===== src/rtl/cic_pkg.sv =====
// Shared CIC helpers: accumulator sizing, parameter limits and input-mode selection.
package cic_pkg;

  localparam int CIC_MAX_ORDER = 6;
  localparam int CIC_MAX_DECIM = 4096;

  typedef enum logic {
    CIC_MODE_PDM = 1'b0,
    CIC_MODE_PCM = 1'b1
  } cic_mode_e;

  function automatic int cic_clog2(input int value);
    int r;
    r = 0;
    for (int i = 0; i < 31; i++) begin
      if ((1 << i) < value) r = i + 1;
    end
    return r;
  endfunction

  function automatic cic_mode_e cic_mode(input int in_w);
    return (in_w == 1) ? CIC_MODE_PDM : CIC_MODE_PCM;
  endfunction

  // PDM bits become +/-1, which needs two bits of signed range.
  function automatic int cic_acc_width(input int in_w, input int order,
                                       input int decim, input int diff_delay);
    int in_eff;
    in_eff = (in_w == 1) ? 2 : in_w;
    return in_eff + order * cic_clog2(decim * diff_delay);
  endfunction

endpackage


===== src/rtl/cic_decimator_if.sv =====
// Sample-in / decimated-out bundle; master drives samples, slave is the filter.
interface cic_decimator_if #(
  parameter int IN_W  = 1,
  parameter int OUT_W = 24
);
  logic                    in_valid;
  logic [IN_W-1:0]         din;
  logic                    phase_clr;
  logic                    out_valid;
  logic signed [OUT_W-1:0] dout;

  modport master (output in_valid, din, phase_clr, input out_valid, dout);
  modport slave  (input in_valid, din, phase_clr, output out_valid, dout);
endinterface


===== src/rtl/cic_comb_stage.sv =====
// One comb section y = x - x[-M]; result registered, delay line shifts only on en.
module cic_comb_stage #(
  parameter int W          = 16,
  parameter int DIFF_DELAY = 1
) (
  input  logic                clk,
  input  logic                reset,
  input  logic                en,
  input  logic signed [W-1:0] x,
  output logic signed [W-1:0] y
);

  logic signed [DIFF_DELAY-1:0][W-1:0] dly;

  always_ff @(posedge clk) begin
    if (reset) begin
      y   <= '0;
      dly <= '0;
    end else if (en) begin
      y      <= x - dly[DIFF_DELAY-1];
      dly[0] <= x;
      for (int i = 1; i < DIFF_DELAY; i++) begin
        dly[i] <= dly[i-1];
      end
    end
  end

endmodule


===== src/rtl/cic_decimator.sv =====
// N-stage CIC decimator; dout/out_valid register ORDER+1 edges after the block-completing sample.
// No backpressure: accepts a sample whenever in_valid is high. Rounding/saturation under CIC_ROUND_EN.
module cic_decimator
  import cic_pkg::*;
#(
  parameter int IN_W       = 1,
  parameter int ORDER      = 2,
  parameter int DECIM      = 49,
  parameter int DIFF_DELAY = 1,
  parameter int OUT_W      = 24
) (
  input logic             clk,
  input logic             reset,
  cic_decimator_if.slave  bus
);

  localparam int        ACC_W = cic_acc_width(IN_W, ORDER, DECIM, DIFF_DELAY);
  localparam int        SHIFT = ACC_W - OUT_W;
  localparam int        PH_W  = cic_clog2(DECIM);
  localparam cic_mode_e MODE  = cic_mode(IN_W);

  if (ORDER < 1 || ORDER > CIC_MAX_ORDER) begin : g_bad_order
    $error("cic_decimator: ORDER out of range");
  end
  if (DECIM < 2 || DECIM > CIC_MAX_DECIM) begin : g_bad_decim
    $error("cic_decimator: DECIM out of range");
  end
  if (DIFF_DELAY < 1 || DIFF_DELAY > 2) begin : g_bad_delay
    $error("cic_decimator: DIFF_DELAY must be 1 or 2");
  end

  logic signed [ACC_W-1:0] x_ext;

  if (MODE == CIC_MODE_PDM) begin : g_pdm
    assign x_ext = bus.din[0] ? ACC_W'(1) : {ACC_W{1'b1}};
  end else begin : g_pcm
    assign x_ext = {{(ACC_W-IN_W){bus.din[IN_W-1]}}, bus.din};
  end

  // Integrators wrap modulo 2^ACC_W; the comb differences recover the true value.
  logic signed [ACC_W-1:0] integ [ORDER];

  always_ff @(posedge clk) begin
    if (reset) begin
      for (int k = 0; k < ORDER; k++) integ[k] <= '0;
    end else if (bus.in_valid) begin
      integ[0] <= integ[0] + x_ext;
      for (int k = 1; k < ORDER; k++) integ[k] <= integ[k] + integ[k-1];
    end
  end

  logic [PH_W-1:0] phase;
  logic            phase_last;
  logic            blk_done;

  assign phase_last = (phase == PH_W'(DECIM - 1));

  always_ff @(posedge clk) begin
    if (reset) begin
      phase    <= '0;
      blk_done <= 1'b0;
    end else begin
      blk_done <= bus.in_valid && !bus.phase_clr && phase_last;
      if (bus.phase_clr) begin
        phase <= bus.in_valid ? PH_W'(1) : '0;
      end else if (bus.in_valid) begin
        phase <= phase_last ? '0 : phase + PH_W'(1);
      end
    end
  end

  // vld[k] enables comb stage k; vld[ORDER] is the output strobe.
  logic signed [ACC_W-1:0] dec_q;
  logic [ORDER:0]          vld;

  always_ff @(posedge clk) begin
    if (reset) begin
      dec_q <= '0;
      vld   <= '0;
    end else begin
      vld <= {vld[ORDER-1:0], blk_done};
      if (blk_done) dec_q <= integ[ORDER-1];
    end
  end

  logic [ORDER:0][ACC_W-1:0] cx;
  assign cx[0] = dec_q;

  for (genvar k = 0; k < ORDER; k++) begin : g_comb
    cic_comb_stage #(
      .W          (ACC_W),
      .DIFF_DELAY (DIFF_DELAY)
    ) u_comb (
      .clk   (clk),
      .reset (reset),
      .en    (vld[k]),
      .x     (cx[k]),
      .y     (cx[k+1])
    );
  end

  logic signed [ACC_W-1:0] c_out;
  assign c_out         = cx[ORDER];
  assign bus.out_valid = vld[ORDER];

  // Scaling is combinational on the last comb register, so dout holds between strobes.
  if (SHIFT > 0) begin : g_shift
`ifdef CIC_ROUND_EN
    logic signed [ACC_W:0] rnd;
    logic signed [OUT_W:0] rq;
    logic                  unused_rnd_lsbs;

    assign rnd = {c_out[ACC_W-1], c_out} + ((ACC_W+1)'(1) << (SHIFT - 1));
    assign rq  = rnd[ACC_W:SHIFT];
    assign bus.dout = (!rq[OUT_W] && rq[OUT_W-1]) ? {1'b0, {(OUT_W-1){1'b1}}}
                                                  : rq[OUT_W-1:0];
    assign unused_rnd_lsbs = ^rnd[SHIFT-1:0];
`else
    logic unused_trunc_lsbs;

    assign bus.dout          = c_out[ACC_W-1:SHIFT];
    assign unused_trunc_lsbs = ^c_out[SHIFT-1:0];
`endif
  end else begin : g_extend
    assign bus.dout = OUT_W'(c_out);
  end

endmodule


===== src/flat_wrapper.sv =====
// flat-port wrapper written by rule: the top's interface ports become plain ports
module cic_decimator_flat import cic_pkg::*;
#(
  parameter int IN_W       = 1,
  parameter int ORDER      = 2,
  parameter int DECIM      = 49,
  parameter int DIFF_DELAY = 1,
  parameter int OUT_W      = 24
)
  (clk, reset, bus_in_valid, bus_din, bus_phase_clr, bus_out_valid, bus_dout);
  cic_decimator_if #(.IN_W(IN_W), .OUT_W(OUT_W)) bus_i ();
  input logic clk;
  input logic reset;
  input wire logic [$bits(bus_i.in_valid)-1:0] bus_in_valid;
  input wire logic [$bits(bus_i.din)-1:0] bus_din;
  input wire logic [$bits(bus_i.phase_clr)-1:0] bus_phase_clr;
  output wire logic [$bits(bus_i.out_valid)-1:0] bus_out_valid;
  output wire logic [$bits(bus_i.dout)-1:0] bus_dout;
  assign bus_i.in_valid = bus_in_valid;
  assign bus_i.din = bus_din;
  assign bus_i.phase_clr = bus_phase_clr;
  assign bus_out_valid = bus_i.out_valid;
  assign bus_dout = bus_i.dout;
  cic_decimator #(.IN_W(IN_W), .ORDER(ORDER), .DECIM(DECIM), .DIFF_DELAY(DIFF_DELAY), .OUT_W(OUT_W)) u_core (.clk(clk), .reset(reset), .bus(bus_i));
endmodule

===== config.mk =====
export PLATFORM = sky130hd
export DESIGN_NAME = cic_decimator_flat
export DESIGN_NICKNAME = d
export VERILOG_FILES = /design/src/rtl/cic_pkg.sv /design/src/rtl/cic_decimator_if.sv /design/src/rtl/cic_comb_stage.sv /design/src/rtl/cic_decimator.sv /design/src/flat_wrapper.sv
export SDC_FILE = /design/constraint.sdc
export NUM_CORES = 1
export LEC_CHECK = 0
export BUFFER_PORTS_ARGS = -buffer_cell sky130_fd_sc_hd__buf_2
export CORE_MARGIN = 2
export CORE_UTILIZATION = 39
export DETAILED_ROUTE_END_ITERATION = 10
export HOLD_SLACK_MARGIN = 0.1
export PLACE_DENSITY_LB_ADDON = 0.08
export SLEW_MARGIN = 20
export SYNTH_ARGS = -nofsm -noshare
export SYNTH_HDL_FRONTEND = slang
export SYNTH_SLANG_ARGS = --single-unit

===== constraint.sdc =====
create_clock -name clk -period 4.68 [get_ports clk]
set_clock_uncertainty 0.15 [all_clocks]
set_input_delay 0.702 -clock clk [delete_from_list [all_inputs] [get_ports clk]]
set_output_delay 0.702 -clock clk [all_outputs]
set_load 0.02 [all_outputs]

==> metrics.txt <==
Clock Power Share 0.389; Syn Inst Count 704; CP Class in -> reg; share of layout cells above drive strength 1 0.09504; latest clock arrival within the worst-skew pair between 0.3 and 0.4 ns; Port Buf Inserts 29; Critical Path End Type flop; Worst R2R Setup Slack 2.05 ns; Die Width about 130 µm; hpwl dp 9.061 mm; Syn Nets roughly 770; Ys Warns 0; synthesized cell area ~0.0065 mm²; # fillers 1617; DRC 0; Worst VDD drop 173.1 µV; total congestion overflow 0; actual slew at the worst max-slew pin 0.9428 ns; # diodes 0; Post-synth EDFFs 28; final setup margin about 1.8 ns; top post-synthesis cells by area dfxtp_1, edfxtp_1, ha_1; H-tree depth 3; Comb power frac 0.133; sw frac 0.2576; ys async rst share 0; post-synthesis sequential area ratio 0.3749; Cell Count, Final, Fillers Out around 900; DIE HEIGHT 133.3 µm; most frequent cells in the layout nor2_1, dfxtp_1, ha_1; largest area contributor in the netlist dfxtp_1; Net Switching 0.5500 mW; Slew Viols, Final 0; final worst-path cycle share 0.6139; placed cells 909; placed inst area 0.006684 mm²; Synth top area share 0.2458; ANT nets after route 0; vias 4679; unrepaired setup endpoints after global routing false; total count of hold-check failures in the final report 0; sequential share of power 0.477; Hold Path Class reg -> reg; Yosys reg bits 108; final setup vio count 0; status completed; Register Area between 0.002 and 0.0025 mm²; Yosys cell types 65; Setup crit start kind input pin; Setup Buffers After CTS 0; Max Buffers Root-to-Sink 2; routed vias/inst 5.058; CP arrival 2.84 ns; clk slew on worst S/H paths 0.07 ns; CTS Hold Bufs 0; global-route wire length before repair 21.38 mm; Cell Pwr Density 304.7 mW/mm²; worst-path fanout max 12; WL per Instance about 14 µm; P&R area growth vs syn 7.528%; DRT iter0 DRCs 214; largest net degree at the start of global routing 76; hold path endpoint u_core.g_comb[1].u_comb.y[9]; RR Endpoint u_core.integ[0][24]; f_max 348.1 MHz; CTS Sinks 108; Syn Area/Cell 9.254 µm²; final instance area 0.007005 mm²; CP required 4.64 ns; Final Wtd Congestion 0.8730; Num CTS Buffers 9; CTS tree yes; Root Driver clkbuf_16; drt first pass iters 4; RR Startpoint u_core.integ[0][0]; total core area 0.01647 mm²; final wirelength 12.57 mm; Hold Path Origin u_core.g_comb[1].u_comb.y[9]; gr usage total 0.1482; post_cts resized 0; vias in the first global route 4527; pre-CTS WS around 1.5 ns; Hold Crit Depth 2; Rows 47; # IOs 30; slew margin rel. 0.3699; Setup TNS 0 ns; initial antenna violation count 0; # nets final 762; commonest non-fill, non-tap cell in the layout nor2_1; Die Area 0.01776 mm²; total internal power 1.585 mW; Starting Density 0.3957; Lkg Pwr 2.831 nW; ys flop type dfxtp_1; cells on worst reg2reg path 9; Max Cap Violations 0; multi-input combinational cell area 0.003611 mm²; Final min period 2.873 ns
power groups by stage:
stage | clock, mW | combinational [mW] | sequential [mW]
2_1_floorplan | 0 | 0.232 | 1.03
3_3_place_gp | 0 | 0.274 | 1.04
6_report | 0.831 | 0.284 | 1.02
3_5_place_dp | 0 | 0.284 | 1.04
5_1_grt | 0.905 | 0.321 | 1.02
4_1_cts | 0.864 | 0.284 | 1.02
worst max-delay path, stage by stage:
cell and delay (ns):
buf_2 0.12, inv_1 0.33, ha_1 0.33, a211oi_2 0.24
o21bai_1 0.13, o21ai_1 0.29, o22ai_1 0.20, and3_1 0.21
o31a_1 0.27
Yosys cell counts (5+ instances only):
| master | n |
|---|---|
| nand2_1 | 32 |
| and3_1 | 6 |
| inv_1 | 49 |
| nor3_1 | 21 |
| o21a_1 | 10 |
| a21o_1 | 16 |
| xnor2_1 | 20 |
| ha_1 | 53 |
| a211oi_1 | 11 |
| o22ai_1 | 7 |
| nor2_1 | 93 |
| mux2i_1 | 52 |
| buf_4 | 24 |
| a21oi_1 | 30 |
| buf_2 | 6 |
| edfxtp_1 | 28 |
| or3_1 | 5 |
| dfxtp_1 | 80 |
| o21ai_0 | 26 |
| xor2_1 | 14 |
| nand2b_1 | 6 |
| clkbuf_1 | 14 |
| nand4_1 | 7 |
| nand3_1 | 6 |
| a31oi_1 | 7 |
| nor2b_1 | 11 |
| o21bai_1 | 5 |
layout make-up:
class / instances / share of cell area
multi-input cells: 499 / 0.5154
flip-flops and latches: 108 / 0.3486
well taps: 220 / 0.03929
clock buffers: 9 / 0.03215
inverters: 50 / 0.02679
repair buffers: 32 / 0.02393
clock inverters: 7 / 0.01375
routing by layer:
metal	global-route usage	up-vias	part of all wire
li1	-	2471	-
met1	0.1762	2146	0.47
met2	0.2655	50	0.49
met3	0.03463	12	0.025
met4	0.04433	0	0.014
met5	0	-	0
metrics by stage:
step                      utilization  hold slack, ns  power [mW]
after floorplan                     -          0.2763       1.259
after global placement         0.4059          0.2838       1.314
after detailed placement       0.4059          0.2923       1.324
after CTS                      0.4255          0.3100       2.167
after global routing           0.4255          0.3601       2.248
final                          0.4255          0.3030       2.135
kinds of logic after synthesis:
kind of cell,count (synthesis),synth area share
buf+inv,97,0.07087
simple gates,204,0.1462
compound gates,150,0.1650
xor+xnor,34,0.04571
mux,54,0.08335
flops,108,0.3749
fa+ha+maj,57,0.1141
worst max path at each step:
stage	startpoint	endpoint
after floorplan	bus_din	u_core.integ[0][13]
final	bus_din	u_core.integ[0][13]
after global routing	bus_din	u_core.integ[0][13]
after detailed placement	bus_din	u_core.integ[0][13]
after global placement	bus_din	u_core.integ[0][13]
after CTS	bus_din	u_core.integ[0][13]
sequential cells by signal, indices dropped and copies added, names as in the netlist:
register	cells
u_core.phase	6
u_core.integ	28
u_core.g_comb.u_comb.y	28
u_core.g_comb.u_comb.dly	28
u_core.vld	3
u_core.dec_q	14
u_core.blk_done	1
Power figures use the tool's default switching activity.
